**src/rtl/ball_motion.sv**
```systemverilog
// ball_motion: ball position/direction/speed per frame tick, serves on paddle, bounces off walls and paddles
module ball_motion #(
  parameter logic [9:0]  P1_BOARD_X     = 10'd150,
  parameter logic [9:0]  P2_BOARD_X     = 10'd490,
  parameter logic [9:0]  TOP_Y          = 10'd40,
  parameter logic [9:0]  BOTTOM_Y       = 10'd440,
  parameter logic [9:0]  SERVE_OFFSET   = 10'd8,
  parameter logic [10:0] PAD_HALF       = 11'd32,
  parameter logic [3:0]  STEP_X         = 4'd4,
  parameter logic [3:0]  MAX_STEP_X     = 4'd8,
  parameter logic [9:0]  STEP_Y         = 10'd2,
  parameter logic [3:0]  HITS_PER_LEVEL = 4'd4
) (
  input  logic       clk,
  input  logic       reset,
  input  logic       tick,
  input  logic [1:0] game_state,
  input  logic [9:0] p1_pad_y,
  input  logic [9:0] p2_pad_y,
  output logic [9:0] ball_x,
  output logic [9:0] ball_y,
  output logic       ball_dir_x,
  output logic       ball_dir_y,
  output logic [3:0] speed_x,
  output logic [7:0] hit_count,
  output logic       hit_pulse
);
  typedef enum logic [1:0] {P1_SERVE, P2_SERVE, PLAYING, GAME_END} state_t;
  state_t st;
  logic [3:0] level, speed_up;
  logic [10:0] sum_x, y_dn, d1, d2;
  logic [9:0] nx, ny, p1_cl, p2_cl;
  logic hit_l, hit_r, dn_wall, up_wall, lvl_wrap;
  always_comb begin
    st = state_t'(game_state);
    sum_x = {1'b0, ball_x} + {7'd0, speed_x};
    nx = ball_dir_x ? (sum_x[10] ? 10'h3ff : sum_x[9:0])
                    : (ball_x < {6'd0, speed_x} ? 10'd0 : ball_x - {6'd0, speed_x});
    d1 = ball_y >= p1_pad_y ? {1'b0, ball_y - p1_pad_y} : {1'b0, p1_pad_y - ball_y};
    d2 = ball_y >= p2_pad_y ? {1'b0, ball_y - p2_pad_y} : {1'b0, p2_pad_y - ball_y};
    hit_l = !ball_dir_x && ball_x > P1_BOARD_X && nx <= P1_BOARD_X && d1 <= PAD_HALF;
    hit_r = ball_dir_x && ball_x < P2_BOARD_X && nx >= P2_BOARD_X && d2 <= PAD_HALF;
    y_dn = {1'b0, ball_y} + {1'b0, STEP_Y};
    dn_wall = ball_dir_y && y_dn >= {1'b0, BOTTOM_Y};
    up_wall = !ball_dir_y && ball_y <= TOP_Y + STEP_Y;
    ny = ball_dir_y ? (dn_wall ? BOTTOM_Y : y_dn[9:0]) : (up_wall ? TOP_Y : ball_y - STEP_Y);
    p1_cl = p1_pad_y < TOP_Y ? TOP_Y : p1_pad_y > BOTTOM_Y ? BOTTOM_Y : p1_pad_y;
    p2_cl = p2_pad_y < TOP_Y ? TOP_Y : p2_pad_y > BOTTOM_Y ? BOTTOM_Y : p2_pad_y;
    lvl_wrap = level == HITS_PER_LEVEL - 4'd1;
    speed_up = speed_x >= MAX_STEP_X ? MAX_STEP_X : speed_x + 4'd1;
  end
  always_ff @(posedge clk) begin
    if (!reset) begin
      ball_x <= P1_BOARD_X + SERVE_OFFSET;
      ball_y <= 10'((11'(TOP_Y) + 11'(BOTTOM_Y)) >> 1);
      ball_dir_x <= 1'b1;
      ball_dir_y <= 1'b1;
      speed_x <= STEP_X;
      hit_count <= 8'd0;
      hit_pulse <= 1'b0;
      level <= 4'd0;
    end else begin
      hit_pulse <= 1'b0;
      if (st == P1_SERVE || st == P2_SERVE) begin
        ball_x <= st == P1_SERVE ? P1_BOARD_X + SERVE_OFFSET : P2_BOARD_X - SERVE_OFFSET;
        ball_y <= st == P1_SERVE ? p1_cl : p2_cl;
        ball_dir_x <= st == P1_SERVE;
        speed_x <= STEP_X;
        hit_count <= 8'd0;
        level <= 4'd0;
      end else if (st == PLAYING && tick) begin
        ball_x <= hit_l ? P1_BOARD_X + 10'd1 : hit_r ? P2_BOARD_X - 10'd1 : nx;
        ball_dir_x <= hit_l ? 1'b1 : hit_r ? 1'b0 : ball_dir_x;
        ball_y <= ny;
        ball_dir_y <= ball_dir_y ? !dn_wall : up_wall;
        if (hit_l || hit_r) begin
          hit_pulse <= 1'b1;
          hit_count <= hit_count == 8'hff ? hit_count : hit_count + 8'd1;
          level <= lvl_wrap ? 4'd0 : level + 4'd1;
          if (lvl_wrap) speed_x <= speed_up;
        end
      end
    end
  end
endmodule

```
**config.mk**
```make
export PLATFORM = sky130hd
export DESIGN_NAME = ball_motion
export DESIGN_NICKNAME = d
export VERILOG_FILES = /design/src/rtl/ball_motion.sv
export SDC_FILE = /design/constraint.sdc
export NUM_CORES = 1
export LEC_CHECK = 0
export CAP_MARGIN = 5
export CELL_PAD_IN_SITES_DETAIL_PLACEMENT = 1
export CELL_PAD_IN_SITES_GLOBAL_PLACEMENT = 1
export CORE_MARGIN = 2
export CORE_UTILIZATION = 46
export DETAILED_ROUTE_END_ITERATION = 8
export GPL_TIMING_DRIVEN = 0
export PLACE_DENSITY = 0.85
export RECOVER_POWER = 50
export SYNTH_ARGS = -nofsm -noshare
export SYNTH_HDL_FRONTEND = slang
export SYNTH_SLANG_ARGS = --single-unit
```
**constraint.sdc**
```tcl
create_clock -name clk -period 11.3 [get_ports clk]
set_clock_uncertainty 0.05 [all_clocks]
set_input_delay 2.26 -clock clk [delete_from_list [all_inputs] [get_ports clk]]
set_output_delay 2.26 -clock clk [all_outputs]
set_load 0.05 [all_outputs]
```
* Word level (Yosys, flattened, before mapping)
Cells that the tools add are included.
Storage, ports and cells: flip-flop bits (word level) 39, input port bits 25, output and inout port bits 35, word-level logic and storage cells 95
Cells by class: $add $sub $neg 11, $lt $le $gt $ge 16, equal/unequal tests 4, muxes and demuxes 28, bitwise logic cells 4, reductions and logical operators 24
Operator list (number):
- 10-bit two-way mux | 19
- 10-bit subtractor | 4
- 10-bit by 6-bit <= comparator with 1-bit output (second input constant) | 3
- 10-bit greater-or-equal comparator | 2
- 10-bit by 9-bit greater-than comparator with 1-bit output (second input constant) | 2
- 10-bit by 6-bit < comparator with 1-bit output (second input constant) | 2
- 10-bit by 2-bit adder with 11-bit output (second input constant) | 1
- 10-bit by 4-bit adder with 11-bit output | 1
- 11-bit by 9-bit greater-or-equal comparator with 1-bit output (second input constant) | 1
- 10-bit by 9-bit greater-or-equal comparator with 1-bit output (second input constant) | 1
- 10-bit by 8-bit greater-than comparator with 1-bit output (second input constant) | 1
- 10-bit by 8-bit <= comparator with 1-bit output (second input constant) | 1
- 10-bit by 4-bit < comparator with 1-bit output | 1
- 10-bit by 9-bit < comparator with 1-bit output (second input constant) | 1
- 10-bit by 2-bit subtractor with 10-bit output (second input constant) | 1
- 10-bit by 4-bit subtractor with 10-bit output | 1
- 1-bit logical AND | 9
- 9-bit two-way mux | 1
- 4-bit by 1-bit adder with 4-bit output (second input constant) | 2
- 8-bit by 1-bit adder with 8-bit output (second input constant) | 1
- 8-bit equality test (second input constant) | 1
- 4-bit two-way mux | 2
- 1-bit two-way mux | 6
- 2-bit AND reduction | 3
- 13 further kinds | 20

* Logic depth before layout (Yosys ltp)
word-level depth 10, mapped depth 15, gate-level depth less buffers 13

* Worst setup path before layout
OpenSTA, ideal clock, no wires.
path kind input to register, from input port p1_pad_y[7], to register hit_count[4], setup time 0.070 ns, arrival 5.183 ns, required time 11.180 ns, slack 5.997 ns, cell stages on the path 14, buffers on the path 2, cells stage by stage inv_1 ha_1 buf_4 nand2_4 or4b_4 a21o_4 a32oi_4 nand2_1 xor2_1 nor4_4 a2bb2oi_2 buf_6 or4_1 a21oi_1
On the way: cells in the longest elaborated chain, start to end 6, elaborated cells on any way between the ends 8
Ends and longest elaborated chain:
- start, declared | RTL line 18 | input logic [9:0] p1_pad_y,
- 10-bit subtractor or 10-bit greater-or-equal comparator (tied branches) | RTL line 39 | d1 = ball_y >= p1_pad_y ? {1'b0, ball_y - p1_pad_y} : {1'b0, p1_pad_y - ball_y};
- 10-bit two-way mux * | RTL line 39
- 10-bit by 6-bit <= comparator with 1-bit output * | RTL line 41 | hit_l = !ball_dir_x && ball_x > P1_BOARD_X && nx <= P1_BOARD_X && d1 <= PAD_HALF;
- 1-bit logical AND * | RTL line 41
- 1-bit logical OR * | RTL line 76 | if (hit_l || hit_r) begin
- 3-bit AND reduction (no line) *
- end signal, assigned | RTL line 78 | hit_count <= hit_count == 8'hff ? hit_count : hit_count + 8'd1;
- end, declared | RTL line 25 | output logic [7:0] hit_count,
Mark *: on every way between the ends. The rest lies on a longest branch, timed or not. A chain may end at the register's enable or synchronous reset.

* Worst setup path after layout
from input port p2_pad_y[7], to register speed_x[1]
On the way: cells in the longest elaborated chain, start to end 6, elaborated cells on any way between the ends 8
Ends and longest elaborated chain:
- start, declared | RTL line 19 | input logic [9:0] p2_pad_y,
- 10-bit subtractor or 10-bit greater-or-equal comparator (tied branches) | RTL line 40 | d2 = ball_y >= p2_pad_y ? {1'b0, ball_y - p2_pad_y} : {1'b0, p2_pad_y - ball_y};
- 10-bit two-way mux * | RTL line 40
- 10-bit by 6-bit <= comparator with 1-bit output * | RTL line 42 | hit_r = ball_dir_x && ball_x < P2_BOARD_X && nx >= P2_BOARD_X && d2 <= PAD_HALF;
- 1-bit logical AND * | RTL line 42
- 1-bit logical OR * | RTL line 76
- 3-bit AND reduction (no line) *
- end signal, assigned | RTL line 80 | if (lvl_wrap) speed_x <= speed_up;
- end, declared | RTL line 24 | output logic [3:0] speed_x,
Marks and branches as above.

==> load_flow_metrics.sql <==
INSERT INTO impl_metrics (metric_group, metric, value, unit) VALUES
('run_status', 'outcome', 'complete, no violations', ''),
('setup_path', 'critical_path.endpoint_type', 'register', ''),
('global_routing', 'grt_pass1_vias', '6179', ''),
('route', 'wire_per_inst', '21.4', 'um'),
('floorplanning', 'die_h', '112', 'um'),
('timing', 'fin_setup_tns', '0', 'ns'),
('finish', 'fillerInstances', '1498', ''),
('finish', 'syn2layout_area_growth', '17.0', '%'),
('clocking', 'clkLatencyLatePin', '0.30', 'ns'),
('finish', 'antennaDiodeCount', '0', ''),
('floorplanning', 'fp.dieW', '112', 'um'),
('clocking', 'postCtsSetupBuffers', '0', ''),
('route', 'met3_wl', '1.15', 'mm'),
('timing', 'final.hold.worst_slack', '0.441', 'ns'),
('setup_path', 'setup.worst_path.end', 'speed_x[1]$_SDFFE_PP0P_', ''),
('timing', 'fmaxAchievable', '160', 'MHz'),
('yosys', 'postSynthAreaPerCell', '7.29', 'sq um'),
('clocking', 'number_of_clock_buffers_inserted_by_tritoncts', '5', ''),
('worst_hold_path', 'worst_hold_path_type', 'reg -> reg', ''),
('route', 'detailedRoute.firstPassIterationCount', '6', ''),
('route', 'avgViaCountPerCell', '6.59', ''),
('yosys', 'post_synth_edffs', '0', ''),
('route', 'drt_wl_total', '20.2', 'mm'),
('finish', 'final_cell_area', '0.00627', 'sq mm'),
('flow_run', 'drv.max_cap_violation_count', '0', ''),
('power', 'clock_power_share', '26.6', '%'),
('timing', 'setup_viol_count_final', '0', ''),
('finish', 'drive_gt1_share', '5.74', '%'),
('setup_path', 'critPathArrivalTime', '6.43', 'ns'),
('timing', 'timing.final.crit_period', '6.26', 'ns'),
('yosys', 'ys_ff_latch', '39', ''),
('route', 'wl_met1', '9.10', 'mm'),
('power', 'vdd_drop_max', '0.0554', 'mV'),
('power', 'static-leakage-power', '2.58', 'nW'),
('setup_path', 'rr_endpoint', 'hit_count[4]$_SDFFE_PP0P_', ''),
('place', 'gp_congestion', '0.958', ''),
('route', 'drt.antenna.violating_nets', '0', ''),
('timing', 'timing.final.max_slew_violations', '0', ''),
('floorplanning', 'io-pin-count', '60', ''),
('setup_path', 'setup.reg_to_reg.worst_slack', '6.96', 'ns'),
('clocking', 'clock_tree_from_tritoncts', 'built', ''),
('global_routing', 'first_pass_grt_wire_length', '32.7', 'mm'),
('timing', 'relSlewSlack', '10.5', '%'),
('power', 'power.internal', '0.322', 'mW'),
('yosys', 'yosys_warnings', '0', ''),
('floorplanning', 'core_area', '0.0114', 'sq mm'),
('yosys', 'syn-cell-area', '0.00537', 'sq mm'),
('timing', 'min_period_over_period', '55.4', '%'),
('global_routing', 'grt_start_max_net_pins', '15', ''),
('setup_path', 'worst_ep_required_time', '11.47', 'ns'),
('clocking', 'cts_sinks', '39', ''),
('floorplanning', 'dieArea', '0.0125', 'sq mm'),
('power', 'seqPwrFrac', '26.7', '%'),
('timing', 'report.final.hold_viol_count', '0', ''),
('setup_path', 'element_type_at_the_critical_path_start', 'primary input', ''),
('global_routing', 'grt_antenna_before_repair', '0', ''),
('yosys', 'netlist-cell-type-count', '88', ''),
('setup_path', 'timing.critical_path.from', 'p2_pad_y[7]', ''),
('route', 'routed-via-count', '6227', ''),
('route', 'remaining_drc_errors', '0', ''),
('finish', 'mostFrequentLayoutCells', 'sky130_fd_sc_hd__a21oi_1, sky130_fd_sc_hd__ha_1, sky130_fd_sc_hd__nand2_1, sky130_fd_sc_hd__nor2_1, sky130_fd_sc_hd__o21ai_0', ''),
('finish', 'num-nets-final', '881', ''),
('clocking', 'maximum_buffer_depth_of_the_clock_tree', '2', ''),
('yosys', 'synth_seq_area_share', '14.6', '%'),
('setup_path', 'r2r_start', 'speed_x[2]$_SDFFE_PP1P_', ''),
('floorplanning', 'initial_core_util', '47.0', '%'),
('place', 'hpwl', '15.8', 'mm'),
('clocking', 'cts.repair.resized', '0', ''),
('floorplanning', 'rows', '39', ''),
('place', 'buffer_ports.inserted', '58', ''),
('timing', 'setup_repair_after_global_routing_missed_its_margin', 'no', '');
==> power groups by stage <==
stage	combinational, mW	clock (mW)	sequential, mW
after floorplan	0.169	0	0.168
after global placement	0.252	0	0.155
after detailed placement	0.260	0	0.156
after CTS	0.263	0.154	0.152
after global routing	0.288	0.159	0.153
final	0.266	0.152	0.153
==> final cells by class <==
cell class | count | area, sq um | share of cell area [%]
inverter | 48 | 180 | 2.87
clock inverter | 3 | 25.0 | 0.399
buffer | 38 | 184 | 2.93
clock buffer | 5 | 125 | 1.99
multi-input combinational | 611 | 4220 | 67.3
tap | 143 | 179 | 2.85
sequential | 39 | 781 | 12.4
timing repair buffer | 58 | 581 | 9.25
==> worst min-delay path by stage <==
stage / endpoint / slack [ns] / start
3_3_place_gp: level[1]$_SDFFE_PP0P_ / 0.42 / level[1]$_SDFFE_PP0P_
5_1_grt: level[1]$_SDFFE_PP0P_ / 0.48 / level[1]$_SDFFE_PP0P_
3_5_place_dp: level[1]$_SDFFE_PP0P_ / 0.43 / level[1]$_SDFFE_PP0P_
2_1_floorplan: level[1]$_SDFFE_PP0P_ / 0.40 / level[1]$_SDFFE_PP0P_
6_report: level[1]$_SDFFE_PP0P_ / 0.44 / level[1]$_SDFFE_PP0P_
4_1_cts: level[1]$_SDFFE_PP0P_ / 0.44 / level[1]$_SDFFE_PP0P_
==> registers in the layout, summed over array words and instances, names as in the netlist <==
signal and count:
ball_x 10, ball_y 10, hit_count 8, level 4, speed_x 4, ball_dir_x 1, ball_dir_y 1, hit_pulse 1
==> routing by layer <==
metal / vias up / GRT usage (%)
li1: 2900 / -
met1: 3056 / 43.2
met2: 227 / 52.9
met3: 44 / 4.19
met4: 0 / 9.51
met5: - / 0
==> metrics by stage <==
stage / total power, mW / std cells / setup slack, ns / utilization [%]
after global placement: 0.408 / 937 / 4.92 / 53.6
after floorplan: 0.337 / 736 / 6.00 / -
after detailed placement: 0.416 / 937 / 4.84 / 53.6
final: 0.571 / 945 / 5.04 / 55.0
after CTS: 0.569 / 945 / 5.13 / 55.0
after global routing: 0.601 / 945 / 4.85 / 55.0
==> cell families (layout without fill, tap and decap cells) <==
group / after synthesis / count (layout) / synth area share (%)
AO/OA/AOI/OAI: 272 / 272 / 34.5
AND/OR/NAND/NOR: 257 / 257 / 26.1
adder cells (fa/ha/maj): 56 / 56 / 13.3
flip-flops: 39 / 39 / 14.6
XOR/XNOR: 13 / 13 / 2.12
multiplexers: 13 / 13 / 2.66
buffers and inverters: 86 / 152 / 6.79
==> worst max-delay path, cell delays in order <==
cell and delay (ns):
sky130_fd_sc_hd__clkdlybuf4s50_1 0.54, sky130_fd_sc_hd__inv_1 0.10, sky130_fd_sc_hd__ha_1 0.31, sky130_fd_sc_hd__buf_6 0.15, sky130_fd_sc_hd__a21o_1 0.16, sky130_fd_sc_hd__a31oi_1 0.46, sky130_fd_sc_hd__o21ai_2 0.22, sky130_fd_sc_hd__or4_4 0.47
sky130_fd_sc_hd__a31oi_1 0.32, sky130_fd_sc_hd__a311o_1 0.22, sky130_fd_sc_hd__o211ai_1 0.18, sky130_fd_sc_hd__o2bb2ai_1 0.47, sky130_fd_sc_hd__and3_1 0.33, sky130_fd_sc_hd__mux2i_1 0.23
==> synthesized netlist by cell type, types with 8 or more instances <==
library cell / number / area (sq um)
sky130_fd_sc_hd__a21oi_1: 74 / 370
sky130_fd_sc_hd__ha_1: 53 / 663
sky130_fd_sc_hd__nand2_1: 49 / 184
sky130_fd_sc_hd__nor2_1: 49 / 184
sky130_fd_sc_hd__o21ai_0: 49 / 245
sky130_fd_sc_hd__inv_1: 47 / 176
sky130_fd_sc_hd__dfxtp_1: 39 / 781
sky130_fd_sc_hd__nand3_1: 30 / 150
sky130_fd_sc_hd__clkbuf_1: 27 / 101
sky130_fd_sc_hd__nor3_1: 21 / 105
sky130_fd_sc_hd__nor2b_1: 17 / 106
sky130_fd_sc_hd__a21o_1: 16 / 120
sky130_fd_sc_hd__and2_1: 13 / 81.3
sky130_fd_sc_hd__and3_1: 13 / 81.3
sky130_fd_sc_hd__o211ai_1: 13 / 97.6
sky130_fd_sc_hd__a31oi_1: 12 / 75.1
sky130_fd_sc_hd__mux2i_1: 12 / 120
sky130_fd_sc_hd__nand2b_1: 11 / 68.8
sky130_fd_sc_hd__o31ai_1: 10 / 75.1
sky130_fd_sc_hd__a211o_1: 8 / 70.1
sky130_fd_sc_hd__or4_1: 8 / 60.1
Power figures use the tool's default switching activity.
